## config.mk

```make
export PLATFORM = sky130hd
export DESIGN_NAME = sdram_rr_arbiter
export DESIGN_NICKNAME = d
export VERILOG_FILES = /design/src/rtl/sdram_arb_pkg.sv /design/src/rtl/rr_select.sv /design/src/rtl/sdram_rr_arbiter.sv
export SDC_FILE = /design/constraint.sdc
export NUM_CORES = 1
export LEC_CHECK = 0
export BUFFER_PORTS_ARGS = -buffer_cell sky130_fd_sc_hd__buf_2
export CAP_MARGIN = 10
export CORE_MARGIN = 4
export CORE_UTILIZATION = 48
export DETAILED_ROUTE_END_ITERATION = 16
export PLACE_DENSITY_LB_ADDON = 0.12
export SYNTH_ARGS = -nofsm -noshare
export SYNTH_HDL_FRONTEND = slang
export SYNTH_SLANG_ARGS = --single-unit
```

## constraint.sdc

```tcl
create_clock -name iCLK -period 3.27 [get_ports iCLK]
set_clock_uncertainty 0.15 [all_clocks]
set_input_delay 0.654 -clock iCLK [delete_from_list [all_inputs] [get_ports iCLK]]
set_output_delay 0.654 -clock iCLK [all_outputs]
set_load 0.02 [all_outputs]
```

## src/rtl/sdram_arb_pkg.sv

```systemverilog
// Shared types and helpers for the SDRAM multi-client arbiter.
package sdram_arb_pkg;

    typedef enum logic [1:0] {
        ST_IDLE = 2'd0,
        ST_BUSY = 2'd1,
        ST_GAP  = 2'd2
    } arb_state_t;

    localparam int unsigned MAX_CH   = 8;
    localparam int unsigned CH_IDX_W = $clog2(MAX_CH);

    // Bit offset of channel ch inside a bus packed as ch*width.
    function automatic int unsigned ch_lsb(input int unsigned ch, input int unsigned width);
        return ch * width;
    endfunction

endpackage

```

## src/rtl/rr_select.sv

```systemverilog
// Combinational round-robin / fixed-priority selector returning one-hot grant and index.
module rr_select
    import sdram_arb_pkg::*;
#(
    parameter int unsigned NUM_CH = 4
) (
    input  logic [NUM_CH-1:0]   i_req,
    input  logic [CH_IDX_W-1:0] i_ptr,
    input  logic                i_fixed,
    output logic [NUM_CH-1:0]   o_grant_c,
    output logic [CH_IDX_W-1:0] o_idx_c
);

    logic [CH_IDX_W-1:0] w_start;
    logic [NUM_CH-1:0]   w_rot;
    logic                w_found;
    int                  w_pos;

    assign w_start = i_fixed ? '0 : i_ptr;

    // Rotate so the search start sits at bit 0; lowest set bit then wins.
    assign w_rot = NUM_CH'({i_req, i_req} >> w_start);

    always_comb begin
        o_grant_c = '0;
        o_idx_c   = '0;
        w_found   = 1'b0;
        w_pos     = 0;
        for (int i = 0; i < int'(NUM_CH); i++) begin
            if (!w_found && w_rot[i]) begin
                w_found = 1'b1;
                w_pos   = int'(w_start) + i;
            end
        end
        if (w_pos >= int'(NUM_CH)) begin
            w_pos = w_pos - int'(NUM_CH);
        end
        if (w_found) begin
            o_idx_c   = CH_IDX_W'(w_pos);
            o_grant_c = NUM_CH'(1) << w_pos;
        end
    end

endmodule

```

## src/rtl/sdram_rr_arbiter.sv

```systemverilog
// N-channel arbiter in front of the single-port SDRAM controller: one transfer
// at a time, per-channel read-data holding registers, recovery gap and timeout.
module sdram_rr_arbiter
    import sdram_arb_pkg::*;
#(
    parameter int unsigned NUM_CH  = 4,
    parameter int unsigned ADDR_W  = 22,
    parameter int unsigned DATA_W  = 16,
    parameter int unsigned GAP_CYC = 2,
    parameter int unsigned TIMEOUT = 1023
) (
    input  logic                     iCLK,
    input  logic                     iRST_n,
    input  logic                     iPRIO_MODE,
    input  logic [NUM_CH-1:0]        iCH_REQ,
    input  logic [NUM_CH-1:0]        iCH_WR,
    input  logic [NUM_CH*ADDR_W-1:0] iCH_ADDR,
    input  logic [NUM_CH*DATA_W-1:0] iCH_DATA,
    output logic [NUM_CH-1:0]        oCH_ACK,
    output logic [NUM_CH-1:0]        oCH_ERR,
    output logic [NUM_CH*DATA_W-1:0] oCH_DATA,
    output logic [NUM_CH-1:0]        oGRANT,
    output logic [ADDR_W-1:0]        oSDR_ADDR,
    output logic [DATA_W-1:0]        oSDR_DATA,
    output logic                     oSDR_RD,
    output logic                     oSDR_WR,
    input  logic [DATA_W-1:0]        iSDR_DATA,
    input  logic                     iSDR_Done
);

    localparam int unsigned TMO_W    = $clog2(TIMEOUT + 1);
    localparam int unsigned GAP_W    = 4;
    localparam int unsigned TMO_LAST = TIMEOUT - 1;
    localparam int unsigned GAP_LAST = (GAP_CYC == 0) ? 0 : GAP_CYC - 1;

    arb_state_t          r_state;
    logic [CH_IDX_W-1:0] r_ptr;
    logic [CH_IDX_W-1:0] r_idx;
    logic [NUM_CH-1:0]   r_grant;
    logic [NUM_CH-1:0]   r_ack;
    logic [NUM_CH-1:0]   r_err;
    logic [ADDR_W-1:0]   r_sdr_addr;
    logic [DATA_W-1:0]   r_sdr_data;
    logic                r_rd;
    logic                r_wr;
    logic [TMO_W-1:0]    r_tmo;
    logic [GAP_W-1:0]    r_gap;
    logic [DATA_W-1:0]   r_ch_data [NUM_CH];

    logic [ADDR_W-1:0]   w_ch_addr  [NUM_CH];
    logic [DATA_W-1:0]   w_ch_wdata [NUM_CH];
    logic [NUM_CH-1:0]   w_sel_grant;
    logic [CH_IDX_W-1:0] w_sel_idx;
    logic [ADDR_W-1:0]   w_win_addr;
    logic [DATA_W-1:0]   w_win_data;
    logic                w_win_wr;
    logic                w_tmo_hit;
    logic [CH_IDX_W-1:0] w_next_ptr;

    rr_select #(
        .NUM_CH (NUM_CH)
    ) u_rr_select (
        .i_req     (iCH_REQ),
        .i_ptr     (r_ptr),
        .i_fixed   (iPRIO_MODE),
        .o_grant_c (w_sel_grant),
        .o_idx_c   (w_sel_idx)
    );

    for (genvar c = 0; c < NUM_CH; c++) begin : g_ch
        assign w_ch_addr[c]  = iCH_ADDR[ch_lsb(c, ADDR_W) +: ADDR_W];
        assign w_ch_wdata[c] = iCH_DATA[ch_lsb(c, DATA_W) +: DATA_W];
        assign oCH_DATA[ch_lsb(c, DATA_W) +: DATA_W] = r_ch_data[c];
    end

    // One-hot AND-OR mux of the winning channel's request payload.
    always_comb begin
        w_win_addr = '0;
        w_win_data = '0;
        for (int c = 0; c < int'(NUM_CH); c++) begin
            if (w_sel_grant[c]) begin
                w_win_addr = w_win_addr | w_ch_addr[c];
                w_win_data = w_win_data | w_ch_wdata[c];
            end
        end
    end

    assign w_win_wr   = |(iCH_WR & w_sel_grant);
    assign w_tmo_hit  = (r_tmo == TMO_W'(TMO_LAST));
    assign w_next_ptr = (r_idx == CH_IDX_W'(NUM_CH - 1)) ? '0 : r_idx + 1'b1;

    always_ff @(posedge iCLK or negedge iRST_n) begin
        if (!iRST_n) begin
            r_state    <= ST_IDLE;
            r_ptr      <= '0;
            r_idx      <= '0;
            r_grant    <= '0;
            r_ack      <= '0;
            r_err      <= '0;
            r_sdr_addr <= '0;
            r_sdr_data <= '0;
            r_rd       <= 1'b0;
            r_wr       <= 1'b0;
            r_tmo      <= '0;
            r_gap      <= '0;
            for (int c = 0; c < int'(NUM_CH); c++) begin
                r_ch_data[c] <= '0;
            end
        end else begin
            r_ack <= '0;
            r_err <= '0;
            case (r_state)
                ST_IDLE: begin
                    if (|iCH_REQ) begin
                        r_grant    <= w_sel_grant;
                        r_idx      <= w_sel_idx;
                        r_sdr_addr <= w_win_addr;
                        r_sdr_data <= w_win_data;
                        r_wr       <= w_win_wr;
                        r_rd       <= !w_win_wr;
                        r_tmo      <= '0;
                        r_state    <= ST_BUSY;
                    end
                end
                ST_BUSY: begin
                    // Done takes precedence over a timeout landing on the same cycle.
                    if (iSDR_Done || w_tmo_hit) begin
                        r_rd    <= 1'b0;
                        r_wr    <= 1'b0;
                        r_grant <= '0;
                        r_ack   <= r_grant;
                        r_err   <= iSDR_Done ? '0 : r_grant;
                        r_ptr   <= w_next_ptr;
                        r_gap   <= '0;
                        r_state <= (GAP_CYC == 0) ? ST_IDLE : ST_GAP;
                        if (iSDR_Done && r_rd) begin
                            for (int c = 0; c < int'(NUM_CH); c++) begin
                                if (r_grant[c]) begin
                                    r_ch_data[c] <= iSDR_DATA;
                                end
                            end
                        end
                    end else begin
                        r_tmo <= r_tmo + 1'b1;
                    end
                end
                ST_GAP: begin
                    if (r_gap == GAP_W'(GAP_LAST)) begin
                        r_state <= ST_IDLE;
                    end else begin
                        r_gap <= r_gap + 1'b1;
                    end
                end
                default: begin
                    r_state <= ST_IDLE;
                end
            endcase
        end
    end

    assign oCH_ACK   = r_ack;
    assign oCH_ERR   = r_err;
    assign oGRANT    = r_grant;
    assign oSDR_ADDR = r_sdr_addr;
    assign oSDR_DATA = r_sdr_data;
    assign oSDR_RD   = r_rd;
    assign oSDR_WR   = r_wr;

endmodule

```

==> results.toml <==
[run_status]
outcome = "completed"

[yosys]
synth_largest_area_cell = "dfrtp_1"
synth_warnings = 0
syn_area_per_cell_sq_um = 11.8
yosys-top-cells-area = "dfrtp_1 (52%), mux2_2 (17%), a222oi_1 (5.7%), a21oi_1 (3.4%), nor2_1 (3.4%)"
mapped_cells = 569
postSynthRegisterBits = 138
top_cell_type_s_share_of_synthesized_area_pct = 51.5
ys_types = 61
synthesis.area_sq_um = 6700
async_flop_share_pct = 100
syn-num-nets = 758
synth_flop_cell = "dfrtp_1"
seq_area_frac_synth_pct = 51.5
edff_count_synth = 0

[run]
max_cap_viol_count = 0

[min_path]
hold_path_class = "input port to async pin"

[layout]
filler_cell_count = 1063
final_common_cell = "buf_2"
area_growth_pct = 35.1
num-nets-final = 1064
final_layout_size_suffix_gt1_share_pct = 53.2
final_core_util_pct = 67.3
layout.cells.most_common_list = "buf_2 (294), dfrtp_1 (137), mux2_2 (102)"
non_filler_cell_area_final_sq_um = 9050

[power]
vdd.ir_drop.worst_uv = 501
p_leak_nw = 4.67
power_density_nw_per_um2 = 969

[route]
drtPass1Iterations = 6
dr_total_vias = 6032
postRouteAntennaNets = 0
drt-total-wl_mm = 21.1
post-route-drc-count = 0
drt_iter0_drc = 537
route.detailed.wl_per_inst_um = 19.9
drt-vias-per-instance = 5.66

[setup_path]
r2r_start = "r_ptr[1]"
worst-setup-path-type = "flop to flop"
timing.critical_path.mode_cell = "inv_2"
crit_fanout = 40
critical_path.cell_chain = "inv_2 > nor2_4 > inv_2 > nor3_2 > nand4b_1 > mux2i_1 > o21a_2 > buf_12 > mux2_2 > a222oi_1 > a21oi_1"
critPathRequiredTime_ps = 3380
critical-path-slowest-cell = "dfrtp_1"
rrSetupSlack_ps = 190
critPathCaptureType = "flop"
critical_path_buf_inv_count = 3
signal_arrival_time_at_the_worst_endpoint_ps = 3180
cp_slowest_stage_delay_ps = 480
critPathLaunchType = "flop"
top_delay_family_on_crit_path = "multiplexers"
rr_endpoint = "oSDR_DATA[4]"
worstRegToRegCells = 11

[clock_tree]
cts_buffer_depth = 2
ctsRootBufferMaster = "clkbuf_16"
tritoncts = "built"
post_cts_buffers = 0
clock_latency_ps = 410
cts_inserted_buffers = 17
clock-sinks = 138
h-tree-depth = 4
worst_setup_hold_path_clk_slew_ps = 60

[timing]
whs_ps = 71.9
drv_slew = 0
timing.final.crit_share_pct = 94.1
maxClockFrequency_mhz = 325
timing.max_slew.rel_slack_pct = 40.8
rsz0062_at_grt = "false"
post-route-min-period_ps = 3080
final-hold-violation-count = 0
finalSetupViolations = 0
worst_pin_slew_ps = 888

[grt]
grt-ovfl-total = 0
grt_max_degree = 92
grt_antenna_before_repair = 3
via_count_of_the_first_global_routing_pass = 6332
grt_pass1_wl_mm = 33.0
grtUsageTotal_pct = 26.3

[floorplan]
design.portCount = 296
initial_core_util_pct = 49.8
coreArea_sq_um = 13500
design.die.area_sq_um = 15900
y_dimension_of_the_die_um = 126
num_rows = 42
die_w_um = 126

[placed_design]
hpwl_mm = 16.1
postPlaceCellArea_sq_um = 8490
io_buffer_count = 295
globalplace.congestion = 0.895
layer usage:
metal  vias up  track usage [%]  routed length (um)
li1       2751                -                   -
met1      2944             31.2                8040
met2       286             46.2               10900
met3        49             5.25                1420
met4         2             11.5                 760
met5         -                0                   7
worst max-delay path by stage:
stage,from,to,slack (ps),cells after the start
finish,r_ptr[1],oSDR_DATA[4],190,11
global route,r_ptr[0],oSDR_ADDR[20],40,9
CTS,r_ptr[0],oSDR_DATA[4],110,9
detailed placement,iPRIO_MODE,oSDR_DATA[4],-80,10
global placement,iPRIO_MODE,oSDR_DATA[4],-50,10
floorplan,iPRIO_MODE,oSDR_ADDR[0],310,10
synth_stat cells (all sizes together), types with 3 or more instances:
cell type / count
xnor2: 4
nor2b: 6
inv: 9
a222oi: 38
nand2: 21
nand4: 3
clkbuf: 20
mux2: 103
o21ai: 11
ha: 9
a21o: 5
a21oi: 46
xor2: 5
mux2i: 5
and2: 6
a31oi: 3
dfrtp: 138
nor3b: 3
nand2b: 5
or3: 3
a22o: 4
nor2: 61
nand3: 11
buf: 16
sequential cells by signal, indices dropped and copies added, names as in the netlist:
| signal | count |
|---|---|
| oSDR_DATA | 16 |
| oCH_DATA | 64 |
| oCH_ERR | 4 |
| oGRANT | 4 |
| r_tmo | 10 |
| oSDR_WR | 1 |
| r_idx | 3 |
| oSDR_ADDR | 22 |
| r_ptr | 3 |
| r_gap | 4 |
| oSDR_RD | 1 |
| oCH_ACK | 4 |
| r_state | 2 |
timing repair:
action,CTS,global route
endpoints found under the setup margin,0,7
resized for setup,0,1
hold buffers,0,0
per-stage QoR:
| stage | cells | total power, mW | worst slack [ps] | setup TNS [ps] |
|---|---|---|---|---|
| 5_1_grt | 1065 | 9.28 | 36.6 | 0 |
| 2_1_floorplan | 569 | 5.53 | 310 | 0 |
| 4_1_cts | 1064 | 8.83 | 106 | 0 |
| 3_3_place_gp | 1032 | 6.89 | -50.3 | -50.3 |
| 3_5_place_dp | 1032 | 7.01 | -78.6 | -211 |
| 6_report | 1065 | 8.77 | 192 | 0 |
power by group:
group / total (mW) / internal, mW / switching, mW / leakage (nW)
sequential: 2.74 / 2.35 / 0.396 / 1.78
clock: 1.79 / 1.05 / 0.740 / 0.265
combinational: 4.24 / 1.74 / 2.50 / 2.62
total: 8.77 / 5.14 / 3.63 / 4.67
cells by family (layout without fill, tap and decap cells):
kind of cell               after synthesis  in the layout  synth area share [%]
muxes                                  108            108                  18.1
AOI/OAI and AO/OA                      128            128                  14.1
buffers and inverters                   45            364                  3.64
other                                    0              1                     0
and+or+nand+nor                        132            132                  9.82
adders and majority gates                9              9                  1.68
xor gates and xnor gates                 9              9                  1.18
DFF                                    138            138                  51.5
worst reg2reg max path: cells and delay by family (launching register included):
family	cells	cell delay (ps)
AO/OA/AOI/OAI	3	640
buffers and inverters	3	420
flip-flops	1	480
multiplexers	2	670
AND/OR/NAND/NOR	3	570
cell type report:
type	count	area, sq um	area share, %
sequential	138	3450	38.2
multi-input combinational	386	3020	33.3
timing repair buffer	323	1770	19.5
clock buffer	19	433	4.78
tap	176	220	2.43
clock inverter	13	123	1.35
inverter	9	33.8	0.373
antenna	1	2.50	0.0276
No activity file was read; power rests on OpenSTA's default activity.
